`config.mk`:
```
export PLATFORM = sky130hd
export DESIGN_NAME = prbs7_ber_ctrl_flat
export DESIGN_NICKNAME = d
export VERILOG_FILES = /design/src/rtl/prbs7_ber_ctrl_if.sv /design/src/rtl/prbs7_ber_ctrl.sv /design/src/flat_wrapper.sv
export SDC_FILE = /design/constraint.sdc
export NUM_CORES = 1
export LEC_CHECK = 0
export BUFFER_PORTS_ARGS = -buffer_cell sky130_fd_sc_hd__buf_2
export CORE_ASPECT_RATIO = 1.1
export CORE_UTILIZATION = 30
export CTS_BUF_LIST = sky130_fd_sc_hd__clkbuf_8
export DETAILED_ROUTE_END_ITERATION = 6
export HOLD_SLACK_MARGIN = 0.05
export SLEW_MARGIN = 20
export SYNTH_ARGS = -nofsm -noshare
export SYNTH_HDL_FRONTEND = slang
export SYNTH_SLANG_ARGS = --single-unit
```
`constraint.sdc`:
```
create_clock -name clk -period 9.24 [get_ports clk]
set_input_delay 1.848 -clock clk [delete_from_list [all_inputs] [get_ports clk]]
set_output_delay 1.848 -clock clk [all_outputs]
set_load 0.05 [all_outputs]
```
`src/rtl/prbs7_ber_ctrl_if.sv`:
```
// prbs7_ber_ctrl_if
//
// Groups the link-side signals of the PRBS7 BER controller: the control
// lines that drive the PRBS7 word generator and the returned word stream.
//
// Signals:
//   gen_reset  active-low load strobe; the generator loads gen_seed
//   gen_dis    generator hold
//   gen_seed   seed presented to the generator
//   rx_valid   rx_data holds a valid word this cycle
//   rx_data    returned word, bit 0 first in time
//
// Modports:
//   master  the controller (drives generator controls, receives words)
//   slave   the generator/link side
interface prbs7_ber_ctrl_if #(
    parameter int WORDWIDTH = 16
);
    logic                 gen_reset;
    logic                 gen_dis;
    logic [6:0]           gen_seed;
    logic                 rx_valid;
    logic [WORDWIDTH-1:0] rx_data;

    modport master (
        output gen_reset,
        output gen_dis,
        output gen_seed,
        input  rx_valid,
        input  rx_data
    );

    modport slave (
        input  gen_reset,
        input  gen_dis,
        input  gen_seed,
        output rx_valid,
        output rx_data
    );
endinterface

```
`src/rtl/prbs7_ber_ctrl.sv`:
```
// prbs7_ber_ctrl
//
// Sequencer and checker for PRBS7 link tests. Seeds and gates the PRBS7
// word generator, self-synchronises a local predictor to the returned word
// stream, then counts checked words and bit errors for a programmed test
// length. Lock loss is reported through a sticky flag.
//
// Ports:
//   clk         word clock (sole clock)
//   reset       asynchronous, active-low reset
//   start       one-cycle pulse; begins a test from IDLE or DONE
//   abort       level; forces IDLE from any state, wins over start
//   seed        generator seed; 7'h00 is replaced by 7'h7F
//   num_words   number of words to check; 0 runs until abort
//   link        generator controls and returned word stream (master side)
//   busy        test in progress (SEED, SYNC or CHECK)
//   locked      predictor locked (CHECK)
//   done        test complete (DONE)
//   lock_lost   sticky; set on every CHECK->SYNC drop, cleared by start
//   word_count  words checked while locked
//   err_count   bit errors counted, saturating at all-ones
module prbs7_ber_ctrl #(
    parameter int WORDWIDTH  = 16,
    parameter int SYNC_WORDS = 4,
    parameter int LOSS_WORDS = 4,
    parameter int CNTW       = 32
) (
    input  logic                  clk,
    input  logic                  reset,
    input  logic                  start,
    input  logic                  abort,
    input  logic [6:0]            seed,
    input  logic [CNTW-1:0]       num_words,
    prbs7_ber_ctrl_if.master      link,
    output logic                  busy,
    output logic                  locked,
    output logic                  done,
    output logic                  lock_lost,
    output logic [CNTW-1:0]       word_count,
    output logic [CNTW-1:0]       err_count
);

    localparam int W   = WORDWIDTH;
    localparam int PCW = $clog2(W + 1);
    localparam int MCW = $clog2(SYNC_WORDS + 1);
    localparam int BCW = $clog2(LOSS_WORDS + 1);

    localparam logic [MCW-1:0] SYNC_LAST = MCW'(SYNC_WORDS - 1);
    localparam logic [BCW-1:0] LOSS_LAST = BCW'(LOSS_WORDS - 1);

    typedef enum logic [2:0] {
        S_IDLE,
        S_SEED,
        S_SYNC,
        S_CHECK,
        S_DONE
    } state_t;

    state_t          state;
    logic [6:0]      pred_state;
    logic [MCW-1:0]  match_cnt;
    logic [BCW-1:0]  bad_run;
    logic            sync_first;

    logic            gen_reset_q;
    logic            gen_dis_q;
    logic [6:0]      gen_seed_q;

    logic [W-1:0]    exp_word;
    logic [6:0]      exp_next;
    logic [PCW-1:0]  bit_errs;
    logic [6:0]      rx_state;
    logic            word_match;
    logic [CNTW-1:0] word_inc;
    logic [CNTW:0]   err_wide;
    logic [CNTW-1:0] err_sum;

    // One predicted word: bit i is the i-th output of the recurrence
    // out = s[1]^s[0], s <= {out, s[6:1]}.
    function automatic logic [W-1:0] prbs_word(input logic [6:0] s);
        logic [6:0]   t;
        logic [W-1:0] w;
        t = s;
        w = '0;
        for (int i = 0; i < W; i++) begin
            w[i] = t[1] ^ t[0];
            t    = {w[i], t[6:1]};
        end
        return w;
    endfunction

    // Predictor state after producing one full word.
    function automatic logic [6:0] prbs_next(input logic [6:0] s);
        logic [6:0] t;
        logic       b;
        t = s;
        for (int i = 0; i < W; i++) begin
            b = t[1] ^ t[0];
            t = {b, t[6:1]};
        end
        return t;
    endfunction

    function automatic logic [PCW-1:0] popcount(input logic [W-1:0] v);
        logic [PCW-1:0] c;
        c = '0;
        for (int i = 0; i < W; i++) begin
            c = c + PCW'(v[i]);
        end
        return c;
    endfunction

    // The last seven bits of a received word are exactly the generator
    // state that follows it, newest bit in s[6]. A zero predictor state is
    // the LFSR lock-up state, so it is never accepted as a match; this keeps
    // an all-zero stream (dead link) from ever declaring lock.
    always_comb begin
        exp_word   = prbs_word(pred_state);
        exp_next   = prbs_next(pred_state);
        bit_errs   = popcount(link.rx_data ^ exp_word);
        rx_state   = link.rx_data[W-1 -: 7];
        word_match = (link.rx_data == exp_word) && (pred_state != 7'h00);
        word_inc   = word_count + CNTW'(1);
        err_wide   = {1'b0, err_count} + (CNTW + 1)'(bit_errs);
        err_sum    = err_wide[CNTW] ? '1 : err_wide[CNTW-1:0];
    end

    assign link.gen_reset = gen_reset_q;
    assign link.gen_dis   = gen_dis_q;
    assign link.gen_seed  = gen_seed_q;

    // Main sequencer. Every output is registered and set on the transition
    // into the state it belongs to, so it is valid for the whole state.
    always_ff @(posedge clk or negedge reset) begin
        if (!reset) begin
            state       <= S_IDLE;
            gen_reset_q <= 1'b1;
            gen_dis_q   <= 1'b1;
            gen_seed_q  <= 7'h7F;
            busy        <= 1'b0;
            locked      <= 1'b0;
            done        <= 1'b0;
            lock_lost   <= 1'b0;
            word_count  <= '0;
            err_count   <= '0;
            pred_state  <= 7'h7F;
            match_cnt   <= '0;
            bad_run     <= '0;
            sync_first  <= 1'b0;
        end else if (abort) begin
            state       <= S_IDLE;
            gen_reset_q <= 1'b1;
            gen_dis_q   <= 1'b1;
            busy        <= 1'b0;
            locked      <= 1'b0;
            done        <= 1'b0;
        end else begin
            case (state)
                S_IDLE, S_DONE: begin
                    if (start) begin
                        state       <= S_SEED;
                        gen_seed_q  <= (seed == 7'h00) ? 7'h7F : seed;
                        gen_reset_q <= 1'b0;
                        gen_dis_q   <= 1'b0;
                        busy        <= 1'b1;
                        done        <= 1'b0;
                        locked      <= 1'b0;
                        lock_lost   <= 1'b0;
                        word_count  <= '0;
                        err_count   <= '0;
                    end
                end

                S_SEED: begin
                    state       <= S_SYNC;
                    gen_reset_q <= 1'b1;
                    gen_dis_q   <= 1'b0;
                    sync_first  <= 1'b1;
                    match_cnt   <= '0;
                end

                // Free-running search: a mismatch (or the first word) reloads
                // the predictor from the received word and restarts the run.
                S_SYNC: begin
                    if (link.rx_valid) begin
                        if (!sync_first && word_match) begin
                            pred_state <= exp_next;
                            if (match_cnt == SYNC_LAST) begin
                                state   <= S_CHECK;
                                locked  <= 1'b1;
                                bad_run <= '0;
                            end else begin
                                match_cnt <= match_cnt + MCW'(1);
                            end
                        end else begin
                            pred_state <= rx_state;
                            match_cnt  <= '0;
                            sync_first <= 1'b0;
                        end
                    end
                end

                // The predictor advances from its own state only, so a
                // corrupted word is counted once and never propagates.
                // Reaching the word target wins over a simultaneous loss.
                S_CHECK: begin
                    if (link.rx_valid) begin
                        word_count <= word_inc;
                        err_count  <= err_sum;
                        pred_state <= exp_next;
                        if (bit_errs != '0) begin
                            bad_run <= (bad_run == LOSS_LAST) ? '0 : bad_run + BCW'(1);
                        end else begin
                            bad_run <= '0;
                        end

                        if ((num_words != '0) && (word_inc == num_words)) begin
                            state     <= S_DONE;
                            done      <= 1'b1;
                            busy      <= 1'b0;
                            locked    <= 1'b0;
                            gen_dis_q <= 1'b1;
                        end else if ((bit_errs != '0) && (bad_run == LOSS_LAST)) begin
                            state      <= S_SYNC;
                            locked     <= 1'b0;
                            lock_lost  <= 1'b1;
                            sync_first <= 1'b1;
                            match_cnt  <= '0;
                        end
                    end
                end

                default: begin
                    state       <= S_IDLE;
                    gen_reset_q <= 1'b1;
                    gen_dis_q   <= 1'b1;
                    busy        <= 1'b0;
                    locked      <= 1'b0;
                    done        <= 1'b0;
                end
            endcase
        end
    end

endmodule
```
`src/flat_wrapper.sv`:
```
// flat-port wrapper written by rule: the top's interface ports become plain ports
module prbs7_ber_ctrl_flat 
#(
    parameter int WORDWIDTH  = 16,
    parameter int SYNC_WORDS = 4,
    parameter int LOSS_WORDS = 4,
    parameter int CNTW       = 32
)
  (clk, reset, start, abort, seed, num_words, busy, locked, done, lock_lost, word_count, err_count, link_gen_reset, link_gen_dis, link_gen_seed, link_rx_valid, link_rx_data);
  prbs7_ber_ctrl_if #(.WORDWIDTH(WORDWIDTH)) link_i ();
  input  logic clk;
  input  logic reset;
  input  logic start;
  input  logic abort;
  input  logic [6:0] seed;
  input  logic [CNTW-1:0] num_words;
  output logic busy;
  output logic locked;
  output logic done;
  output logic lock_lost;
  output logic [CNTW-1:0] word_count;
  output logic [CNTW-1:0] err_count;
  output wire logic [$bits(link_i.gen_reset)-1:0] link_gen_reset;
  output wire logic [$bits(link_i.gen_dis)-1:0] link_gen_dis;
  output wire logic [$bits(link_i.gen_seed)-1:0] link_gen_seed;
  input wire logic [$bits(link_i.rx_valid)-1:0] link_rx_valid;
  input wire logic [$bits(link_i.rx_data)-1:0] link_rx_data;
  assign link_gen_reset = link_i.gen_reset;
  assign link_gen_dis = link_i.gen_dis;
  assign link_gen_seed = link_i.gen_seed;
  assign link_i.rx_valid = link_rx_valid;
  assign link_i.rx_data = link_rx_data;
  prbs7_ber_ctrl #(.WORDWIDTH(WORDWIDTH), .SYNC_WORDS(SYNC_WORDS), .LOSS_WORDS(LOSS_WORDS), .CNTW(CNTW)) u_core (.clk(clk), .reset(reset), .start(start), .abort(abort), .seed(seed), .num_words(num_words), .link(link_i), .busy(busy), .locked(locked), .done(done), .lock_lost(lock_lost), .word_count(word_count), .err_count(err_count));
endmodule
```
==> run metrics <==
status=finished clean; CP max-delay cell=or4_1; commonest non-fill, non-tap cell in the layout=buf_2; Yosys warning count=0; Post-DRT Antenna Nets=0; GRT Total Usage=0.183; via density per instance=5.56; syn nets=931; First-pass DRT Iterations=6; Synth top area share=0.272; final hold vios=0; DRT met1 WL=10.1 mm; WL met2=10.1 mm; worst r2r path cells=20; Worst R2R Start=u_core.pred_state[0]; Core Rows=58; Critical Path Start Type=input pin; setup TNS=0 ps; Worst Hold End=u_core.done; Synth cell types=69; final worst clock skew=12.6 ps; total CTS buffers=9; Post-route DRC=0; #FFs+latches synth=94; most frequent cells in the layout=135 x buf_2, 94 x o21ai_0, 86 x nand2_1; Slew HR=0.241; global route total overflow=0; largest net degree at the start of global routing=63; max-cap violations=0; placed wire-length estimate=15.6 mm; fraction of layout cells with a size suffix above 1=0.200; actual slew at the worst max-slew pin=1120 ps; dpl cells=1234; Final setup viols=0; Starting DRT DRC Count=384; synth top area cells=dfrtp_1 27%, xnor2_1 7.0%, o21ai_0 6.6%; Syn-to-layout area delta=16.3%; I/O pin total=137; crit path cell chain=buf_2 -> xnor2_1 -> inv_1 -> ha_1 -> inv_1 -> fa_1 -> fa_1 -> fa_1 -> fa_1 -> fa_1 -> fa_1 -> xnor2_1 -> ha_1 -> nor2b_1 -> o21a_1 -> o21a_1 -> o2111ai_1 -> or4_1 -> o21ai_0 -> a22o_1; Detailed Route WL=21.8 mm; Core Util, Final=0.360; postcts setup bufs=0; core area=0.0231 mm^2; Slew Limit Fails=0; RSZ-0062 raised after global routing=no; Root Driver=clkbuf_8; Highest Clock Rate=127 MHz; part of the cycle the worst path needs=0.852; hold crit path type=flop to flop; Ant. Diodes=0; Die Footprint=0.0245 mm^2; WL met3=1.13 mm; Final #Nets=1035; Die W=149 um; PortBufs=136; flop2flop setup slack=1940 ps; Max Used Layer=met4; via count=6949; Longest Clk Path Bufs=2; vias in the first global route=6531; Final Critical Period=7870 ps; Post-synth EDFFs=0; Resized cells post-CTS=0; Placer Congestion=0.888; Critical Path AT=8150 ps; hold buffer count at CTS=0; first-pass GRT wire length=35.3 mm; Hold Crit Start=u_core.done; max incr delay on CP=810 ps; H-tree depth=3; CP Capture Type=flop; Min-Delay Path Depth=1; Die Height=164 um; ys flop type=dfrtp_1; initial antenna violation count=0; Syn Area/Cell=8.53 um^2; routed len/inst=17.5 um; Crit path required time=9520 ps; fraction of registers with async set/reset=1.00; Clock Sinks=94; Initial Util=0.310; RR Endpoint=u_core.err_count[22]; peak fanout along the critical path=29; Finished Layout Cells=1250; sequential share of the synthesized area=0.331; Post-Syn Area=0.00717 mm^2; worst skew pair latency=380 ps; crit path kind=input pin to flop; Clock transition at path regs=100 ps; Yosys top cell by area=dfrtp_1; CTS tree=done; Most common cell on crit path=fa_1; Mapped Cells=841
-- how the worst max path moves through the flow --
stage | start | endpoint | slack [ps]
3_3_place_gp | link_rx_data[1] | u_core.err_count[22] | 1020
2_1_floorplan | link_rx_data[1] | u_core.err_count[23] | 1660
3_5_place_dp | link_rx_data[1] | u_core.err_count[6] | 930
6_report | link_rx_data[1] | u_core.err_count[22] | 1370
4_1_cts | link_rx_data[1] | u_core.err_count[15] | 1360
5_1_grt | link_rx_data[1] | u_core.err_count[15] | 910
-- flip-flops by register name (all words and copies together), names as in the netlist --
register,cells
u_core.locked,1
u_core.err_count,32
u_core.pred_state,7
u_core.word_count,32
u_core.busy,1
u_core.link.gen_dis,1
u_core.lock_lost,1
u_core.done,1
u_core.bad_run,3
u_core.state,3
u_core.link.gen_seed,7
u_core.match_cnt,3
u_core.link.gen_reset,1
u_core.sync_first,1
-- through the flow --
stage | worst slack [ps] | area, um^2 | hold WS [ps]
2_1_floorplan | 1660 | 7170 | 453
3_3_place_gp | 1020 | 8110 | 470
3_5_place_dp | 933 | 8110 | 470
4_1_cts | 1360 | 8340 | 492
5_1_grt | 908 | 8340 | 508
6_report | 1370 | 8340 | 491
-- critical path, delay by kind of cell --
family	cells	cell delay, ps
compound gates	5	1170
xor+xnor	2	430
fa+ha+maj	8	3540
buf+inv	3	210
simple gates	2	950
-- cell families (layout without fill, tap and decap cells) --
logic type,after synthesis,in the layout,synth area share
buffers and inverters,85,194,0.0455
adder cells (fa/ha/maj),30,30,0.0638
XOR/XNOR,82,82,0.106
AND/OR/NAND/NOR,279,279,0.205
AO/OA/AOI/OAI,264,264,0.239
multiplexers,7,7,0.00977
flip-flops,94,94,0.331
-- cell usage after synthesis, types with 7 or more instances --
cell type  count
dfrtp_1       78
clkbuf_1      43
dfstp_2       16
nand3_1       33
o22a_1         8
mux2i_1        7
a31oi_1       12
a211oi_1       8
nand2_1       87
inv_1         34
a22o_1        19
nand4_1       22
xor2_1        22
xnor2_1       57
and4_1        10
o31ai_1       20
o21ai_0       94
nor4_1        23
nor2_1        38
o21a_1        11
ha_1          19
a21oi_1       39
nor3_1        16
and3_1        10
fa_1          11
a21o_1        11
-- metal layers --
layer,GRT usage,up-vias
met3,0.0272,35
li1,-,3305
met1,0.253,3382
met5,0,-
met2,0.287,227
met4,0.0645,0
-- final cells by class --
type / instances / area [um^2]
Sequential cell: 94 / 2370
Tap cell: 300 / 375
Inverter: 34 / 128
Timing Repair Buffer: 144 / 743
Multi-Input combinational cell: 662 / 4500
Clock inverter: 6 / 83.8
Fill cell: 2438 / 14800
Clock buffer: 10 / 138
Power is not shown: default switching activity piles up to over one toggle a cycle in this logic, so the estimate is an artifact.
